$ cat config.mk
export PLATFORM = sky130hd
export DESIGN_NAME = bist_addr_data_path
export DESIGN_NICKNAME = d
export VERILOG_FILES = /design/src/rtl/bist_addr_data_path.sv
export SDC_FILE = /design/constraint.sdc
export NUM_CORES = 1
export LEC_CHECK = 0
export ABC_AREA = 1
export CORE_MARGIN = 5
export CORE_UTILIZATION = 25
export DETAILED_ROUTE_END_ITERATION = 6
export GPL_TIMING_DRIVEN = 0
export PLACE_DENSITY_LB_ADDON = 0.12
export SKIP_CTS_REPAIR_TIMING = 1
export SLEW_MARGIN = 40
export SYNTH_ARGS = -nofsm -noshare
export SYNTH_HDL_FRONTEND = slang
export SYNTH_SLANG_ARGS = --single-unit
export TNS_END_PERCENT = 20
$ cat constraint.sdc
create_clock -name clk -period 1.8 [get_ports clk]
set_clock_uncertainty 0.15 [all_clocks]
set_input_delay 0.36 -clock clk [delete_from_list [all_inputs] [get_ports clk]]
set_output_delay 0.36 -clock clk [all_outputs]
set_load 0.02 [all_outputs]
$ cat src/rtl/bist_addr_data_path.sv
// BIST address/data datapath: up/down address counter, background write data,
// two-stage read-compare pipeline and a sticky first-failure record.
module bist_addr_data_path #(
  parameter int DATA_WIDTH = 8,
  parameter int AD_WIDTH   = 4
) (
  input  logic                  clk,
  input  logic                  rst,
  input  logic                  reset,
  input  logic                  preset,
  input  logic                  en,
  input  logic                  up_down,
  input  logic                  read,
  input  logic                  write,
  input  logic                  data,
  input  logic [DATA_WIDTH-1:0] mem_rdata,
  output logic [AD_WIDTH-1:0]   mem_addr,
  output logic [DATA_WIDTH-1:0] mem_wdata,
  output logic                  mem_we,
  output logic                  mem_re,
  output logic                  carry,
  output logic                  is_equal,
  output logic                  cmp_valid,
  output logic                  fail_seen,
  output logic [AD_WIDTH-1:0]   fail_addr
);

  logic [AD_WIDTH-1:0]   cnt;
  logic                  valid1;
  logic [DATA_WIDTH-1:0] exp1;
  logic [AD_WIDTH-1:0]   addr1;
  logic                  cmp_done;
  logic                  mismatch;

  assign mem_addr  = cnt;
  assign mem_wdata = {DATA_WIDTH{data}};
  assign mem_we    = write;
  assign mem_re    = read & ~write;
  assign carry     = en & ((up_down & (cnt == '1)) | (~up_down & (cnt == '0)));

  // A sync reset in the completion cycle drops the in-flight compare entirely.
  assign cmp_done  = valid1 & ~reset;
  assign mismatch  = (mem_rdata != exp1);

  always_ff @(posedge clk or posedge rst) begin
    if (rst) begin
      cnt <= '0;
    end else if (reset) begin
      cnt <= '0;
    end else if (preset) begin
      cnt <= '1;
    end else if (en) begin
      cnt <= up_down ? cnt + 1'b1 : cnt - 1'b1;
    end
  end

  always_ff @(posedge clk or posedge rst) begin
    if (rst) begin
      valid1    <= 1'b0;
      exp1      <= '0;
      addr1     <= '0;
      is_equal  <= 1'b1;
      cmp_valid <= 1'b0;
      fail_seen <= 1'b0;
      fail_addr <= '0;
    end else begin
      valid1 <= mem_re & ~reset;
      if (mem_re) begin
        exp1  <= mem_wdata;
        addr1 <= cnt;
      end
      cmp_valid <= cmp_done;
      if (cmp_done) begin
        is_equal <= ~mismatch;
      end
      if (reset) begin
        fail_seen <= 1'b0;
        fail_addr <= '0;
      end else if (cmp_done && mismatch && !fail_seen) begin
        fail_seen <= 1'b1;
        fail_addr <= addr1;
      end
    end
  end

endmodule

==> reports/results.tsv <==
stage	metric	value	unit
timing	maxSlewViolCount	0	
route	wl_per_cell	10.14	um
global_route	busiest_layer	met2	
clock_network	htreeDepth	1	
clock_network	cts_tree	done	
timing	worst_pin_slew	0.6287	ns
min_path	hold_end	exp1[0]	
clock_network	numCtsBuffers	3	
setup_path	r2r-end	mem_addr[3]	
final_layout	fin_cells	210	
yosys	syn_avg_cell_area	8.216	um^2
setup_path	r2r_start	mem_addr[2]	
final_layout	multi_input_area	424.2	um^2
setup_path	crit_arrival	1.37	ns
global_route	use_met1	9.213	%
route	routed_wl	2130	um
floorplan	die-area	5300	um^2
placed_design	placement.io_buffers	38	
final_layout	n_antenna_cell	0	
global_route	use_met2	16.03	%
placed_design	hpwl	1786	um
timing	hold_viol	0	
route	num_vias	878	
yosys	yosysWarnings	0	
yosys	synth_cell_types	25	
run_status	failed_checks	setup timing	
placed_design	postPlaceCellArea	1431	um^2
clock_network	cts_buffer_depth	2	
timing	fin_ws	-0.08111	ns
global_route	grt_max_degree	18	
floorplan	die_h	72.80	um
floorplan	ios	39	
route	drc	0	
power_and_ir_drop	max-vdd-ir-drop	224.0	uV
timing	setup_viol_count_final	1	
min_path	hp-start	data	
global_route	grt_overflow	0	
timing	rsz0062_at_grt	yes	
timing	fmaxAchievable	0.5316	GHz
global_route	use_met3	2.066	%
power_and_ir_drop	power.density	687.0	nW/um^2
final_layout	drive_gt1_share	20.37	%
clock_network	clock_latency	0.25	ns
final_layout	fin_area	1480	um^2
clock_network	cts-root-buf	clkbuf_8	
final_layout	final_core_util	39.54	%
timing	post-route-period-util	104.5	%
global_route	grt_pass1_vias	859	
run_status	status	finished with violations	
power_and_ir_drop	power.leakage	0.8098	nW
clock_network	clk_pin_slew_worst_paths	0.07	ns
yosys	syn_inst	120	
timing	layout_min_cycle_time	1.881	ns
setup_path	cp.required	1.29	ns
route	first_pass_iters	2	
route	drtAntennaViolNets	0	
flow_run	drv_cap	0	
route	vias_per_cell	4.181	
final_layout	final_cell_mix	26 x nand2_1, 24 x clkdlybuf4s50_1, 16 x dfrtp_1	
clock_network	cts_sinks	17	
global_route	grt_util_all_layers	8.730	%
setup_path	worstSetupStartpointType	flop	
final_layout	ff_latch_area	426.7	um^2
min_path	min_path_cells	3	
yosys	synthesis.area	985.9	um^2
setup_path	rrSetupSlack	0.23	ns
placed_design	place_inst	206	
placed_design	gp_congestion	0.7489	
yosys	synth.net_count	140	
placed_design	place_ws	-0.5636	ns
setup_path	crit_fanout	6	
yosys	synth-seq-cells	17	
final_layout	final_common_cell	nand2_1	
route	drt_iter0_drc	24	
setup_path	crit_path_end_kind	output pin	
timing	maxSlewHeadroom	58.04	%
floorplan	coreArea	3744	um^2
global_route	antenna_found_initial	0	
floorplan	rows	22	
global_route	grt_pass1_wl	3643	um
final_layout	layout.nets	183	
setup_path	worstRegToRegCells	7	
timing	setup_tns	-0.08111	ns
final_layout	fillCellCount	408	
power_and_ir_drop	finalPower	1.017	mW
floorplan	die_w	72.80	um
timing	whs	0.2872	ns
yosys	ys_seq_area_share	43.27	%
min_path	hold_path.class	input pin to flop	
setup_path	worstSetupPathType	flop to output pin	
final_layout	area_growth_syn_to_layout	50.13	%
floorplan	start_util	26.34	%
-- kinds of logic after synthesis --
logic type / Yosys count / share of synthesized area, %
AOI/OAI and AO/OA: 15 / 7.994
xor gates and xnor gates: 1 / 0.8885
adders and majority gates: 3 / 4.568
buffers and inverters: 27 / 14.21
DFF: 17 / 43.27
and+or+nand+nor: 57 / 29.06
-- critical path: stages, from the launching register on --
cell and delay [ns]:
dfrtp_1 0.46, nor3_1 0.20, a21oi_1 0.10, nor3b_2 0.17, clkbuf_2 0.18
-- cells in the mapped netlist (all sizes together) --
| cell | n | share of area, % |
|---|---|---|
| a21oi | 3 | 1.5 |
| a41oi | 1 | 0.89 |
| and2 | 1 | 0.63 |
| buf | 9 | 6.9 |
| dfrtp | 16 | 41 |
| dfstp | 1 | 2.7 |
| fa | 1 | 2.0 |
| ha | 2 | 2.5 |
| inv | 18 | 7.4 |
| nand2 | 29 | 13 |
| nand3 | 10 | 5.6 |
| nand4 | 1 | 1.3 |
| nor2 | 14 | 7.5 |
| nor3 | 1 | 0.51 |
| nor3b | 1 | 0.76 |
| o21ai | 11 | 5.6 |
| xor2 | 1 | 0.89 |
-- power breakdown --
| part | internal, mW | switching [mW] |
|---|---|---|
| logic | 0.135 | 0.143 |
| clock network | 0.153 | 0.127 |
| registers | 0.423 | 0.0344 |
| total | 0.712 | 0.305 |
-- layout make-up --
class                      instances  area share, %
sequential                        17          28.82
multi-input combinational         76          28.66
timing repair buffer              38          25.87
inverter                          18          4.903
buffer                             9          4.565
tap                               48          4.057
clock buffer                       3          2.790
clock inverter                     1         0.3381
-- routing by layer --
metal | share of wire (%) | wire, um | up-vias
li1 | - | - | 458
met1 | 42 | 895 | 395
met2 | 50 | 1069 | 20
met3 | 5.8 | 123 | 5
met4 | 2.0 | 42 | 0
met5 | 0 | 0 | -
-- how the worst max path moves through the flow --
stage                start  endpoint  cells past startpoint
2_1_floorplan  mem_addr[3]     carry                      3
3_3_place_gp       up_down     carry                      5
3_5_place_dp       up_down     carry                      5
4_1_cts            up_down     carry                      5
5_1_grt        mem_addr[0]     carry                      4
6_report       mem_addr[0]     carry                      4
-- state kept, by name (all words and copies together), names as in the netlist --
signal,flops
fail_seen,1
cmp_valid,1
exp1,1
mem_addr,4
fail_addr,4
is_equal,1
valid1,1
addr1,4
Note: power is estimated with default switching activity, not from simulation.
